`src/rtl/simd_shift_seq_pkg.sv`:
```
// Shared types and constants for the SIMD iterative shifter.
// Contents: lane-mode and FSM state enums, DATA_W/AMT_W, per-mode amount
// masks and lane boundary masks used by the single-step datapath.
package simd_pkg;

  localparam int unsigned DATA_W = 16;
  localparam int unsigned AMT_W  = 4;

  typedef enum logic [1:0] {
    LANE_H = 2'b00,  // 1 x 16
    LANE_O = 2'b01,  // 2 x 8
    LANE_Q = 2'b10   // 4 x 4
  } lane_mode_t;

  typedef enum logic [1:0] {
    ST_IDLE  = 2'b00,
    ST_SHIFT = 2'b01,
    ST_DONE  = 2'b10
  } state_t;

  localparam logic [AMT_W-1:0] AMT_MASK_H = 4'hF;
  localparam logic [AMT_W-1:0] AMT_MASK_O = 4'h7;
  localparam logic [AMT_W-1:0] AMT_MASK_Q = 4'h3;

  // Raw mode 2'b11 is folded onto the 1x16 mode.
  function automatic lane_mode_t norm_mode(input logic [1:0] m);
    case (m)
      2'b01:   norm_mode = LANE_O;
      2'b10:   norm_mode = LANE_Q;
      default: norm_mode = LANE_H;
    endcase
  endfunction

  function automatic logic [AMT_W-1:0] amt_mask(input lane_mode_t m);
    case (m)
      LANE_O:  amt_mask = AMT_MASK_O;
      LANE_Q:  amt_mask = AMT_MASK_Q;
      default: amt_mask = AMT_MASK_H;
    endcase
  endfunction

  // One bit set at the LSB position of every lane.
  function automatic logic [DATA_W-1:0] lane_lsb_mask(input lane_mode_t m);
    case (m)
      LANE_O:  lane_lsb_mask = 16'h0101;
      LANE_Q:  lane_lsb_mask = 16'h1111;
      default: lane_lsb_mask = 16'h0001;
    endcase
  endfunction

  // One bit set at the MSB position of every lane.
  function automatic logic [DATA_W-1:0] lane_msb_mask(input lane_mode_t m);
    case (m)
      LANE_O:  lane_msb_mask = 16'h8080;
      LANE_Q:  lane_msb_mask = 16'h8888;
      default: lane_msb_mask = 16'h8000;
    endcase
  endfunction

  // Distance from lane LSB to lane MSB (lane width - 1).
  function automatic logic [3:0] lane_top_bit(input lane_mode_t m);
    case (m)
      LANE_O:  lane_top_bit = 4'd7;
      LANE_Q:  lane_top_bit = 4'd3;
      default: lane_top_bit = 4'd15;
    endcase
  endfunction

endpackage

```
`src/rtl/simd_shift_seq_if.sv`:
```
// Request/result bus of the SIMD iterative shifter.
// Request side: in_valid/in_ready, in_data, in_amt, in_mode, in_left,
// in_arith, in_rot. Result side: out_valid/out_ready, out_data, plus busy.
// master = requester/consumer, slave = the shifter.
interface simd_shift_seq_if import simd_pkg::*; ();
  logic              in_valid;
  logic              in_ready;
  logic [DATA_W-1:0] in_data;
  logic [AMT_W-1:0]  in_amt;
  logic [1:0]        in_mode;
  logic              in_left;
  logic              in_arith;
  logic              in_rot;
  logic              out_valid;
  logic              out_ready;
  logic [DATA_W-1:0] out_data;
  logic              busy;

  modport master (
    output in_valid, in_data, in_amt, in_mode, in_left, in_arith, in_rot,
    output out_ready,
    input  in_ready, out_valid, out_data, busy
  );

  modport slave (
    input  in_valid, in_data, in_amt, in_mode, in_left, in_arith, in_rot,
    input  out_ready,
    output in_ready, out_valid, out_data, busy
  );
endinterface

```
`src/rtl/simd_shift_seq_step.sv`:
```
// simd_step: combinational single-bit, lane-aware shift of a 16-bit word.
// Ports: data (operand), mode (lane mode), left (direction), arith (MSB fill
// on right shifts), rot (rotate within lane), result (data after one step).
// Optional feature macro: SIMD_SHIFT_ROTATE_EN enables rotate; otherwise rot
// is ignored and no rotate logic exists.
module simd_step import simd_pkg::*; (
  input  logic [DATA_W-1:0] data,
  input  lane_mode_t        mode,
  input  logic              left,
  input  logic              arith,
  input  logic              rot,
  output logic [DATA_W-1:0] result
);

  logic [DATA_W-1:0] lsb_m;
  logic [DATA_W-1:0] msb_m;

`ifdef SIMD_SHIFT_ROTATE_EN
  logic [3:0] top;
`else
  logic rot_unused;
  assign rot_unused = rot;
`endif

  // Whole-word shift, then clear the bit that crossed in from the
  // neighbouring lane and OR in each lane's own fill bit.
  always_comb begin
    lsb_m = lane_lsb_mask(mode);
    msb_m = lane_msb_mask(mode);
`ifdef SIMD_SHIFT_ROTATE_EN
    top   = lane_top_bit(mode);
`endif
    if (left) begin
      result = (data << 1) & ~lsb_m;
`ifdef SIMD_SHIFT_ROTATE_EN
      if (rot)
        result = result | ((data & msb_m) >> top);
`endif
    end else begin
      result = (data >> 1) & ~msb_m;
`ifdef SIMD_SHIFT_ROTATE_EN
      if (rot)
        result = result | ((data & lsb_m) << top);
      else if (arith)
        result = result | (data & msb_m);
`else
      if (arith)
        result = result | (data & msb_m);
`endif
    end
  end

endmodule

```
`src/rtl/simd_shift_seq.sv`:
```
// simd_shift_seq: iterative multi-bit SIMD shifter (16-bit, H/O/Q lanes).
// Ports: clk, rst (synchronous, active-high), bus (simd_shift_seq_if.slave):
// request in_* with in_valid/in_ready, result out_data with
// out_valid/out_ready, busy high while a request is in flight.
// One lane-aware step per cycle; result valid k+1 cycles after accept.
// Optional feature macro: SIMD_SHIFT_ROTATE_EN (rotate within lane).
module simd_shift_seq import simd_pkg::*; (
  input logic             clk,
  input logic             rst,
  simd_shift_seq_if.slave bus
);

  state_t            state;
  logic [DATA_W-1:0] work;
  lane_mode_t        mode_q;
  logic              left_q;
  logic              arith_q;
  logic              rot_q;
  logic [AMT_W-1:0]  k;
  logic              out_valid_q;
  logic [DATA_W-1:0] out_data_q;
  logic              busy_q;

  lane_mode_t        req_mode;
  logic [AMT_W-1:0]  req_k;
  logic [DATA_W-1:0] step_data;

  assign req_mode = norm_mode(bus.in_mode);
  assign req_k    = bus.in_amt & amt_mask(req_mode);

  simd_step u_step (
    .data   (work),
    .mode   (mode_q),
    .left   (left_q),
    .arith  (arith_q),
    .rot    (rot_q),
    .result (step_data)
  );

  assign bus.in_ready  = (state == ST_IDLE);
  assign bus.out_valid = out_valid_q;
  assign bus.out_data  = out_data_q;
  assign bus.busy      = busy_q;

  always_ff @(posedge clk) begin
    if (rst) begin
      state       <= ST_IDLE;
      work        <= '0;
      mode_q      <= LANE_H;
      left_q      <= 1'b0;
      arith_q     <= 1'b0;
      rot_q       <= 1'b0;
      k           <= '0;
      out_valid_q <= 1'b0;
      out_data_q  <= '0;
      busy_q      <= 1'b0;
    end else begin
      case (state)
        ST_IDLE: begin
          if (bus.in_valid) begin
            work    <= bus.in_data;
            mode_q  <= req_mode;
            left_q  <= bus.in_left;
            arith_q <= bus.in_arith;
            rot_q   <= bus.in_rot;
            k       <= req_k;
            busy_q  <= 1'b1;
            state   <= (req_k != '0) ? ST_SHIFT : ST_DONE;
          end
        end
        ST_SHIFT: begin
          work <= step_data;
          k    <= k - 1'b1;
          if (k == 4'd1)
            state <= ST_DONE;
        end
        ST_DONE: begin
          // First DONE cycle publishes the result; the handshake is only
          // honoured once out_valid is actually visible.
          if (!out_valid_q) begin
            out_valid_q <= 1'b1;
            out_data_q  <= work;
          end else if (bus.out_ready) begin
            out_valid_q <= 1'b0;
            busy_q      <= 1'b0;
            state       <= ST_IDLE;
          end
        end
        default: state <= ST_IDLE;
      endcase
    end
  end

endmodule
```
`src/flat_wrapper.sv`:
```
// flat-port wrapper written by rule: the top's interface ports become plain ports
module simd_shift_seq_flat import simd_pkg::*;
  (clk, rst, bus_in_valid, bus_in_data, bus_in_amt, bus_in_mode, bus_in_left, bus_in_arith, bus_in_rot, bus_out_ready, bus_in_ready, bus_out_valid, bus_out_data, bus_busy);
  simd_shift_seq_if bus_i ();
  input logic clk;
  input logic rst;
  input wire logic [$bits(bus_i.in_valid)-1:0] bus_in_valid;
  input wire logic [$bits(bus_i.in_data)-1:0] bus_in_data;
  input wire logic [$bits(bus_i.in_amt)-1:0] bus_in_amt;
  input wire logic [$bits(bus_i.in_mode)-1:0] bus_in_mode;
  input wire logic [$bits(bus_i.in_left)-1:0] bus_in_left;
  input wire logic [$bits(bus_i.in_arith)-1:0] bus_in_arith;
  input wire logic [$bits(bus_i.in_rot)-1:0] bus_in_rot;
  input wire logic [$bits(bus_i.out_ready)-1:0] bus_out_ready;
  output wire logic [$bits(bus_i.in_ready)-1:0] bus_in_ready;
  output wire logic [$bits(bus_i.out_valid)-1:0] bus_out_valid;
  output wire logic [$bits(bus_i.out_data)-1:0] bus_out_data;
  output wire logic [$bits(bus_i.busy)-1:0] bus_busy;
  assign bus_i.in_valid = bus_in_valid;
  assign bus_i.in_data = bus_in_data;
  assign bus_i.in_amt = bus_in_amt;
  assign bus_i.in_mode = bus_in_mode;
  assign bus_i.in_left = bus_in_left;
  assign bus_i.in_arith = bus_in_arith;
  assign bus_i.in_rot = bus_in_rot;
  assign bus_i.out_ready = bus_out_ready;
  assign bus_in_ready = bus_i.in_ready;
  assign bus_out_valid = bus_i.out_valid;
  assign bus_out_data = bus_i.out_data;
  assign bus_busy = bus_i.busy;
  simd_shift_seq u_core (.clk(clk), .rst(rst), .bus(bus_i));
endmodule
```
`config.mk`:
```
export PLATFORM = sky130hd
export DESIGN_NAME = simd_shift_seq_flat
export DESIGN_NICKNAME = d
export VERILOG_FILES = /design/src/rtl/simd_shift_seq_pkg.sv /design/src/rtl/simd_shift_seq_if.sv /design/src/rtl/simd_shift_seq_step.sv /design/src/rtl/simd_shift_seq.sv /design/src/flat_wrapper.sv
export SDC_FILE = /design/constraint.sdc
export NUM_CORES = 1
export LEC_CHECK = 0
export CAP_MARGIN = 20
export CORE_MARGIN = 4
export CORE_UTILIZATION = 50
export CTS_BUF_LIST = sky130_fd_sc_hd__clkbuf_4 sky130_fd_sc_hd__clkbuf_8 sky130_fd_sc_hd__clkbuf_16
export CTS_CLUSTER_DIAMETER = 30
export CTS_CLUSTER_SIZE = 30
export DETAILED_ROUTE_END_ITERATION = 12
export GPL_TIMING_DRIVEN = 0
export PLACE_DENSITY = 0.81
export SKIP_CTS_REPAIR_TIMING = 1
export SLEW_MARGIN = 25
export SYNTH_ARGS = -nofsm -noshare
export SYNTH_HDL_FRONTEND = slang
export SYNTH_SLANG_ARGS = --single-unit
```
`constraint.sdc`:
```
create_clock -name clk -period 1.92 [get_ports clk]
set_input_delay 0.384 -clock clk [delete_from_list [all_inputs] [get_ports clk]]
set_output_delay 0.384 -clock clk [all_outputs]
set_load 0.005 [all_outputs]
```
==> impl_metrics.csv <==
group,metric,value,unit
detailed_routing,met1_length,2.54,mm
detailed_routing,dr.pass1.iters,4,
detailed_routing,ant_nets,0,
setup_path,cp.arrival,1.91,ns
outcome,status,"finished clean",
synth,yosys_warnings,0,
detailed_routing,drt_wl_total,5.43,mm
synth,synth.distinct_cells,42,
synth,avgSynthCellArea,8.59,sq um
sta,min_period,1.75,ns
detailed_routing,wl_per_cell,15.3,um
detailed_routing,top_layer_used,"met4",
hold_path,hold_path.class,"reg -> reg",
sta,grt_setup_unrepaired,"false",
clock_tree,clk-insertion-delay-late,0.29,ns
placed_design,dp_hpwl,4.08,mm
synth,synth-async-reset-ratio,0,%
synth,seq_area_frac_synth,40.7,%
synth,synthSimpleGateAreaFrac,19.6,%
placed_design,gp_congestion,0.876,
sta,fin_crit_sh,90.9,%
clock_tree,cts_tree,"built",
detailed_routing,drt_iter0_markers,126,
final_layout,num_antenna_cells,0,
synth,syn_inst,252,
synth,synth_fp_nets,286,
setup_path,critical_path_class,"in -> reg",
synth,synth_top_family_by_area,"compound AO/OA/AOI/OAI gates",
synth,synth_edf_count,0,
final_layout,multi_input_area,1150,sq um
synth,synth_fa_ha_area_share,2.89,%
clock_tree,cts_root_buf,"clkbuf_8",
detailed_routing,viasPerCell,5.65,
synth,syn_area,2170,sq um
final_layout,nNetsFinal,339,
clock_tree,ctsLongestPathBuffers,2,
flow_run,maxCapViolCount,0,
sta,setup_viol,0,
sta,setup_tns,0,ns
clock_tree,numCtsBuffers,5,
synth,muxShareOfSynthArea,6.53,%
setup_path,crit_fanout,10,
synth,synthTopCellsByCount,"dfxtp_1 (44), nand2_1 (40), a21oi_1 (29), nor2_1 (19), o21ai_0 (13)",
sta,max_freq,573,MHz
floorplan,dieArea,5450,sq um
sta,relSlewSlack,64.5,%
floorplan,fp-row-count,23,
synth,synth_top_area_cell,"dfxtp_1",
grt,grt_util_all_layers,21.9,%
sta,tightest_slew,0.532,ns
detailed_routing,route.met2.wl,2.56,mm
power_and_ir_drop,p_leak,1.02,nW
grt,antenna_found_initial,0,
setup_path,endpoint_kind,"flip-flop",
clock_tree,clk_pin_slew,0.08,ns
synth,synth.most_common_cell,"dfxtp_1",
grt,grt_pass1_wl,9.26,mm
power_and_ir_drop,p_per_area,775,nW/um^2
sta,finalMaxSlewViolations,0,
clock_tree,cts_sinks,44,
grt,first_global_vias,2018,
floorplan,core_region_area,4090,sq um
detailed_routing,wl_met3,265,um
power_and_ir_drop,max-vdd-ir-drop,454,uV
synth,synth_flop_cell,"dfxtp_1",
detailed_routing,route.vias.total,2007,
setup_path,worstPathRequired,2.08,ns
synth,synth-seq-cells,44,
synth,synth_top_area_share,40.7,%
placed_design,io_buffers,46,
floorplan,die_w,73.8,um
floorplan,die_h,73.8,um
setup_path,startpoint_type,"input port",
synth,synth_compound_area_share,23.9,%
synth,synth_area_leaders,"dfxtp_1 (41%), nand2_1 (6.9%), a21oi_1 (6.7%), a221oi_1 (3.6%), mux2_2 (3.6%)",
final_layout,drive_gt1_share,11.1,%
clock_tree,htreeDepth,2,
grt,gr-total-overflow,0,
sta,fin_skew,0.00301,ns
final_layout,seq_area,885,sq um
final_layout,nFillCells,348,
sta,finalHoldViolCount,0,
grt,grt_max_degree,13,
synth,synth_xor_area_share,0,%
final_layout,syn_to_final_growth,28.2,%
detailed_routing,drcViolationCount,0,
floorplan,start_util,53.0,%
floorplan,ios,48,
sta,timing.hold.ws,0.457,ns
## registers in the layout, summed over array words and instances, names as in the netlist, named ones only
register              cells
u_core.work              13
u_core.mode_q             2
u_core.k                  4
u_core.left_q             1
u_core.bus.out_data      16
u_core.arith_q            1
u_core.state              2
u_core.bus.busy           1
u_core.bus.out_valid      1
## critical path, stage by stage
cell and delay (ns):
clkdlybuf4s50_1 0.54, buf_1 0.41, buf_1 0.48, a21oi_1 0.09
## cell usage in the layout, fill, tap and decap left out, types with 2 or more instances in the layout
master	count
mux2_1	2
inv_1	8
nor3b_1	2
dfxtp_1	43
buf_6	3
a21oi_1	29
nand3_1	3
nor3b_4	2
buf_2	8
o21ai_0	13
a221oi_1	9
ha_1	5
buf_1	2
o211ai_1	2
buf_4	2
nor2_1	19
nand2b_1	4
a311o_1	3
nor3_1	2
nand3b_1	4
o32ai_1	3
or3b_1	2
nand2_1	40
mux2i_1	4
mux2_2	7
clkbuf_8	5
clkbuf_1	3
nor2b_1	6
a31oi_1	2
clkdlybuf4s50_1	45
a211oi_1	6
## final cells by class
class | count | share of cell area (%)
buffer | 18 | 3.88
timing repair buffer | 46 | 16.7
clock buffer | 6 | 2.75
multi-input combinational | 182 | 41.3
sequential | 44 | 31.9
inverter | 8 | 1.08
tap | 50 | 2.25
clock inverter | 1 | 0.180
## worst paths after layout
| path | from | cells after the start | slack (ns) | end |
|---|---|---|---|---|
| worst max-delay path | rst | 4 | 0.17 | u_core.bus.out_data[6] |
| worst min-delay path | u_core.bus.out_data[3] | 2 | 0.46 | u_core.bus.out_data[3] |
| worst max register to register | u_core.left_q | 4 | 0.36 | u_core.work[5] |
| worst min register to register | u_core.bus.out_data[3] | 2 | 0.46 | u_core.bus.out_data[3] |
## kinds of logic (layout without fill, tap and decap cells)
logic type / count (synthesis) / after routing
AND/OR/NAND/NOR: 86 / 86
AO/OA/AOI/OAI: 78 / 78
flip-flops: 44 / 44
buffers and inverters: 26 / 79
multiplexers: 13 / 13
adder cells (fa/ha/maj): 5 / 5
## power by group
part           internal (W)  switching [W]  leakage, nW
Clock              0.000262       0.000301       0.0445
Sequential         0.000991      0.0000752        0.361
Combinational      0.000261       0.000261        0.611
Total               0.00151       0.000638         1.02
## metal layers
metal	global-route usage [%]	up-vias
met2	36.3	50
met3	5.06	6
met1	28.4	945
met5	0	-
li1	-	1006
met4	5.84	0
## stage by stage
step	total power, W	cells	worst slack, ns	instance area [sq um]	utilization [%]
after global routing	0.00226	355	0.0448	2780	67.9
final	0.00215	355	0.174	2780	67.9
after detailed placement	0.00161	348	-0.179	2690	65.8
after global placement	0.00159	348	-0.141	2690	65.8
after CTS	0.00216	355	-0.0638	2770	67.8
after floorplan	0.00141	252	0.558	2170	-
Note: power is estimated with default switching activity, not from simulation.
